File: src/rtl/arp_rx_parser_if.sv
// Byte-stream bus between the MAC RX path and the ARP receive parser.
// The master drives the received bytes and the local address; the parser (slave) returns the results.
interface arp_rx_parser_if;
  logic        data_valid;
  logic [7:0]  data_rx;
  logic [47:0] my_mac;
  logic [31:0] my_ip;
  logic        send_mac;
  logic [47:0] source_mac;
  logic [31:0] source_ip;
  logic        frame_drop;

  modport master (
    output data_valid, data_rx, my_mac, my_ip,
    input  send_mac, source_mac, source_ip, frame_drop
  );

  modport slave (
    input  data_valid, data_rx, my_mac, my_ip,
    output send_mac, source_mac, source_ip, frame_drop
  );
endinterface

File: src/rtl/arp_rx_parser.sv
// Receive-side ARP engine: parses an Ethernet byte stream and reports ARP requests for my_ip.
// state | meaning
// IDLE  | waiting for the first byte of a frame (only after the line has been seen idle)
// PARSE | checking bytes 1..41 against the ARP request map, capturing SHA/SPA
// MATCH | one cycle with send_mac high and source_mac/source_ip freshly loaded
// DRAIN | discarding the rest of the frame until data_valid drops
module arp_rx_parser #(
  parameter bit CHECK_DEST = 1'b1
) (
  input  logic        clk,
  input  logic        areset,
  arp_rx_parser_if.slave bus
);

  typedef enum logic [1:0] {IDLE, PARSE, MATCH, DRAIN} state_t;

  state_t      state_q;
  logic [5:0]  idx_q;
  logic        armed_q;
  logic        bcast_q;
  logic        mine_q;
  logic [47:0] sha_q;
  logic [31:0] spa_q;
  logic        send_q;
  logic        drop_q;
  logic [47:0] src_mac_q;
  logic [31:0] src_ip_q;

  logic [7:0]  mac_byte;
  logic [7:0]  ip_byte;
  logic        bcast_d;
  logic        mine_d;
  logic        byte_ok;

  always_comb begin
    mac_byte = 8'h00;
    case (idx_q)
      6'd0:    mac_byte = bus.my_mac[47:40];
      6'd1:    mac_byte = bus.my_mac[39:32];
      6'd2:    mac_byte = bus.my_mac[31:24];
      6'd3:    mac_byte = bus.my_mac[23:16];
      6'd4:    mac_byte = bus.my_mac[15:8];
      6'd5:    mac_byte = bus.my_mac[7:0];
      default: mac_byte = 8'h00;
    endcase

    ip_byte = 8'h00;
    case (idx_q)
      6'd38:   ip_byte = bus.my_ip[31:24];
      6'd39:   ip_byte = bus.my_ip[23:16];
      6'd40:   ip_byte = bus.my_ip[15:8];
      6'd41:   ip_byte = bus.my_ip[7:0];
      default: ip_byte = 8'h00;
    endcase

    // Running per-byte match of the destination against broadcast and our own MAC.
    bcast_d = ((state_q == IDLE) || bcast_q) && (bus.data_rx == 8'hFF);
    mine_d  = ((state_q == IDLE) || mine_q) && (bus.data_rx == mac_byte);

    byte_ok = 1'b1;
    case (idx_q)
      6'd5:                       byte_ok = !CHECK_DEST || bcast_d || mine_d;
      6'd12, 6'd16:               byte_ok = (bus.data_rx == 8'h08);
      6'd13, 6'd18:               byte_ok = (bus.data_rx == 8'h06);
      6'd14, 6'd17, 6'd20:        byte_ok = (bus.data_rx == 8'h00);
      6'd15, 6'd21:               byte_ok = (bus.data_rx == 8'h01);
      6'd19:                      byte_ok = (bus.data_rx == 8'h04);
      6'd38, 6'd39, 6'd40, 6'd41: byte_ok = (bus.data_rx == ip_byte);
      default:                    byte_ok = 1'b1;
    endcase
  end

  always_ff @(posedge clk) begin
    if (!areset) begin
      state_q   <= IDLE;
      idx_q     <= 6'd0;
      // A frame still in flight at reset release must be drained, not parsed from its middle.
      armed_q   <= !bus.data_valid;
      bcast_q   <= 1'b0;
      mine_q    <= 1'b0;
      sha_q     <= 48'h0;
      spa_q     <= 32'h0;
      send_q    <= 1'b0;
      drop_q    <= 1'b0;
      src_mac_q <= 48'h0;
      src_ip_q  <= 32'h0;
    end else begin
      send_q <= 1'b0;
      drop_q <= 1'b0;
      if (!bus.data_valid) armed_q <= 1'b1;

      case (state_q)
        IDLE: begin
          idx_q <= 6'd0;
          if (bus.data_valid && armed_q) begin
            idx_q   <= 6'd1;
            bcast_q <= bcast_d;
            mine_q  <= mine_d;
            state_q <= PARSE;
          end
        end

        PARSE: begin
          if (!bus.data_valid) begin
            drop_q  <= 1'b1;
            idx_q   <= 6'd0;
            state_q <= IDLE;
          end else begin
            idx_q   <= idx_q + 6'd1;
            bcast_q <= bcast_d;
            mine_q  <= mine_d;
            if (idx_q >= 6'd22 && idx_q <= 6'd27) sha_q <= {sha_q[39:0], bus.data_rx};
            if (idx_q >= 6'd28 && idx_q <= 6'd31) spa_q <= {spa_q[23:0], bus.data_rx};
            if (!byte_ok) begin
              drop_q  <= 1'b1;
              state_q <= DRAIN;
            end else if (idx_q == 6'd41) begin
              send_q    <= 1'b1;
              src_mac_q <= sha_q;
              src_ip_q  <= spa_q;
              state_q   <= MATCH;
            end
          end
        end

        MATCH, DRAIN: begin
          // MATCH exits straight to IDLE on a 42-byte frame so a frame one idle cycle later is caught.
          if (bus.data_valid) begin
            if (idx_q != 6'd42) idx_q <= idx_q + 6'd1;
            state_q <= DRAIN;
          end else begin
            idx_q   <= 6'd0;
            state_q <= IDLE;
          end
        end

        default: state_q <= IDLE;
      endcase
    end
  end

  assign bus.send_mac   = send_q;
  assign bus.frame_drop = drop_q;
  assign bus.source_mac = src_mac_q;
  assign bus.source_ip  = src_ip_q;

endmodule
File: src/flat_wrapper.sv
// flat-port wrapper written by rule: the top's interface ports become plain ports
module arp_rx_parser_flat 
#(
  parameter bit CHECK_DEST = 1'b1
)
  (clk, areset, bus_data_valid, bus_data_rx, bus_my_mac, bus_my_ip, bus_send_mac, bus_source_mac, bus_source_ip, bus_frame_drop);
  arp_rx_parser_if bus_i ();
  input  logic clk;
  input  logic areset;
  input wire logic [$bits(bus_i.data_valid)-1:0] bus_data_valid;
  input wire logic [$bits(bus_i.data_rx)-1:0] bus_data_rx;
  input wire logic [$bits(bus_i.my_mac)-1:0] bus_my_mac;
  input wire logic [$bits(bus_i.my_ip)-1:0] bus_my_ip;
  output wire logic [$bits(bus_i.send_mac)-1:0] bus_send_mac;
  output wire logic [$bits(bus_i.source_mac)-1:0] bus_source_mac;
  output wire logic [$bits(bus_i.source_ip)-1:0] bus_source_ip;
  output wire logic [$bits(bus_i.frame_drop)-1:0] bus_frame_drop;
  assign bus_i.data_valid = bus_data_valid;
  assign bus_i.data_rx = bus_data_rx;
  assign bus_i.my_mac = bus_my_mac;
  assign bus_i.my_ip = bus_my_ip;
  assign bus_send_mac = bus_i.send_mac;
  assign bus_source_mac = bus_i.source_mac;
  assign bus_source_ip = bus_i.source_ip;
  assign bus_frame_drop = bus_i.frame_drop;
  arp_rx_parser #(.CHECK_DEST(CHECK_DEST)) u_core (.clk(clk), .areset(areset), .bus(bus_i));
endmodule
File: config.mk
export PLATFORM = sky130hd
export DESIGN_NAME = arp_rx_parser_flat
export DESIGN_NICKNAME = d
export VERILOG_FILES = /design/src/rtl/arp_rx_parser_if.sv /design/src/rtl/arp_rx_parser.sv /design/src/flat_wrapper.sv
export SDC_FILE = /design/constraint.sdc
export NUM_CORES = 1
export LEC_CHECK = 0
export BUFFER_PORTS_ARGS = -buffer_cell sky130_fd_sc_hd__buf_2
export CORE_MARGIN = 5
export CORE_UTILIZATION = 59
export DETAILED_ROUTE_END_ITERATION = 8
export PLACE_DENSITY = 0.85
export SKIP_CTS_REPAIR_TIMING = 1
export SLEW_MARGIN = 25
export SYNTH_ARGS = -nofsm -noshare
export SYNTH_HDL_FRONTEND = slang
export SYNTH_SLANG_ARGS = --single-unit
File: constraint.sdc
create_clock -name clk -period 5 [get_ports clk]
set_input_delay 0.25 -clock clk [delete_from_list [all_inputs] [get_ports clk]]
set_output_delay 0.25 -clock clk [all_outputs]
set_load 0.005 [all_outputs]
==> results.cfg <==
[outcome]
status = finished clean

[route]
routed_wl_mm = 19.56
drc_errors = 0
dr_total_vias = 7011
ant_nets = 0
drtIter0Drc = 679
vias_per_cell = 5.555
first_pass_iters = 5
wl_per_cell_um = 15.50

[power]
swShare = 0.2199
power.share.clock = 0.450
irDropWorstVdd_mv = 0.2250
p_leak_nw = 3.417
pwr-share-seq = 0.498
internal_power_w = 0.002170
power.density_mw_per_mm2 = 298.6
switchingPower_w = 0.0006115
p_comb_frac = 0.053

[synthesis]
ys_ff_latch = 173
syn_nets = 1050
async_flop_share = 0
netlist-cell-type-count = 68
yosysSeqAreaShare = 0.4315
syn_inst = 955
synth_edf_count = 1
synth-main-ff-cell = dfxtp_1
syn_area_mm2 = 0.008050
synth_area_per_cell_um2 = 8.430
yosys_warnings = 0

[worst_setup_path]
path_delay_family = simple AND/OR/NAND/NOR gates
crit_chain = ha_1, or4b_1, o22a_1, nand3_1, or4b_4, nor4_4, a211oi_2, nor3b_4, buf_12, mux2i_1
worstPathMaxFanout = 59
critPathLaunchType = flop
slowest_stage = ha_1
r2r_end = u_core.bus.source_ip[25]
regToRegSetupSlack_ps = 950
worst_r2r_path_depth = 10
critPathArrivalTime_ps = 4390
crit_path_end_kind = flop
r2r-start = u_core.idx_q[0]
max_stage_delay_ps = 810
worstPathRequired_ps = 5340
worstSetupPathType = flop to flop
path_buf_inv = 1

[min_path]
min_path_cells = 2
holdCritStartpoint = bus_data_valid
hp-class = input port to flop
hold_path_end = u_core.bus.frame_drop

[clock_network]
cts_sinks = 173
path_clk_slew_ps = 60
htreeDepth = 4
clk_path_buf_depth = 2
cts_buffers = 17
root_buffer = clkbuf_16
cts_tree = done
clk_latency_ps = 420

[final_layout]
area_delta_synth_final_pct = 15.70
antennaDiodeCount = 0
design_area_mm2 = 0.009314
nNetsFinal = 1168
drive_gt1_frac = 0.2035
stdcell_count = 1262
final_cell_mix = nand2_1, dfxtp_1, buf_2
utilization = 0.7005
final_common_cell = nand2_1

[place]
io_buffer_count = 172
place_inst = 1230
postPlaceCellArea_mm2 = 0.008748
place_hpwl_mm = 12.93
routabilityCongestion = 0.8434

[global_routing]
grt_pass1_vias = 6491
track_usage = 0.2371
gr-total-overflow = 0
grt_max_degree = 107
grt_first_pass_wirelength_mm = 31.68
antenna_found_initial = 0

[floorplanning]
fp-row-count = 42
core_mm2 = 0.01330
start_util = 0.6055
dieHeight_um = 126.8
io_pins = 173
dieArea_mm2 = 0.01608
die_w_um = 126.8

[sta]
rsz0062_at_grt = no
setup_tns_ps = 0
hold_violations = 0
maxSlewHeadroom = 0.3293
worst_slew_pin_slew_ps = 1006
fin_hold_ws_ps = 152.4
setup_viol = 0
finalCritPeriodShare = 0.8110
fin_crit_ps = 4055
final.setup_skew_ps = 5.890
slew_viol_final = 0
fmax_mhz = 246.6

[job]
cap_violations = 0
-- stage by stage --
| step | worst slack, ps | power (W) |
|---|---|---|
| after global routing | 780.7 | 0.002874 |
| after CTS | 994.5 | 0.002792 |
| after global placement | 1250 | 0.001557 |
| after detailed placement | 1026 | 0.001559 |
| final | 945.0 | 0.002781 |
| after floorplan | 1941 | 0.001505 |
-- how the worst max path moves through the flow --
stage | startpoint | to | slack, ps | cells after the start
final | u_core.idx_q[0] | u_core.bus.source_ip[25] | 950 | 10
after detailed placement | u_core.idx_q[0] | u_core.bus.source_ip[21] | 1030 | 10
after global routing | u_core.idx_q[1] | u_core.bus.source_ip[9] | 780 | 11
after CTS | u_core.idx_q[0] | u_core.bus.source_ip[25] | 990 | 10
after global placement | u_core.idx_q[0] | u_core.bus.source_mac[43] | 1250 | 10
after floorplan | u_core.idx_q[0] | u_core.bus.source_ip[27] | 1940 | 12
-- layout make-up --
type / count / area (um^2)
tap: 176 / 220.2
fill: 1066 / 3981
multi-input combinational: 695 / 4100
clock buffer: 23 / 478.0
sequential: 173 / 3473
timing repair buffer: 178 / 924.6
inverter: 8 / 30.03
clock inverter: 9 / 87.58
-- power by group through the flow --
stage                     sequential (W)  combinational, W  clock (W)
after floorplan                  0.00141         0.0000902          0
after global placement           0.00141          0.000143          0
after detailed placement         0.00141          0.000144          0
after CTS                        0.00138          0.000145    0.00126
after global routing             0.00138          0.000159    0.00133
final                            0.00138          0.000146    0.00125
-- registers in the layout (all words and copies together) (netlist names), 2 cells and up --
name	cells
u_core.bus.source_mac	48
u_core.state_q	2
u_core.spa_q	32
u_core.idx_q	6
u_core.bus.source_ip	32
u_core.sha_q	48
-- per-layer routing --
| metal | routed length [um] | track usage | part of all wire |
|---|---|---|---|
| met3 | 1304 | 0.05338 | 0.067 |
| met1 | 8549 | 0.3191 | 0.44 |
| met5 | 0 | 0 | 0 |
| met4 | 265 | 0.06183 | 0.014 |
| met2 | 9441 | 0.3873 | 0.48 |
-- kinds of logic after synthesis --
family / synth area share
simple gates: 0.2341
flops: 0.4315
mux: 0.1046
fa+ha+maj: 0.006217
xor+xnor: 0.009792
compound gates: 0.1536
buf+inv: 0.06030
-- synthesized netlist by cell type, types with 3 or more instances --
cell type  instances  area (um^2)
nand4_1            5        31.28
nor3b_1            3        22.52
a21o_1             5        37.54
o21ai_0            4        20.02
a21boi_0          80        600.6
nand3_1           15        75.07
buf_12             8        160.2
clkbuf_1          61        229.0
and3_1             4        25.02
xnor2_1            8        70.07
nor2b_1            5        31.28
buf_2              3        15.01
nor4_1             4        25.02
and2_1             4        25.02
a31oi_1            5        31.28
inv_1              8        30.03
a21oi_1           14        70.07
nand2_1          341         1280
a22oi_1           20        150.1
a222oi_1           3        30.03
nor2_1            18        67.56
mux2i_1           83        830.8
buf_6              3        33.78
a211o_1            3        26.28
nor3_1             6        30.03
o22ai_1           11        68.82
ha_1               4        50.05
and3b_1            3        26.28
dfxtp_1          172         3443
Power figures use the tool's default switching activity.
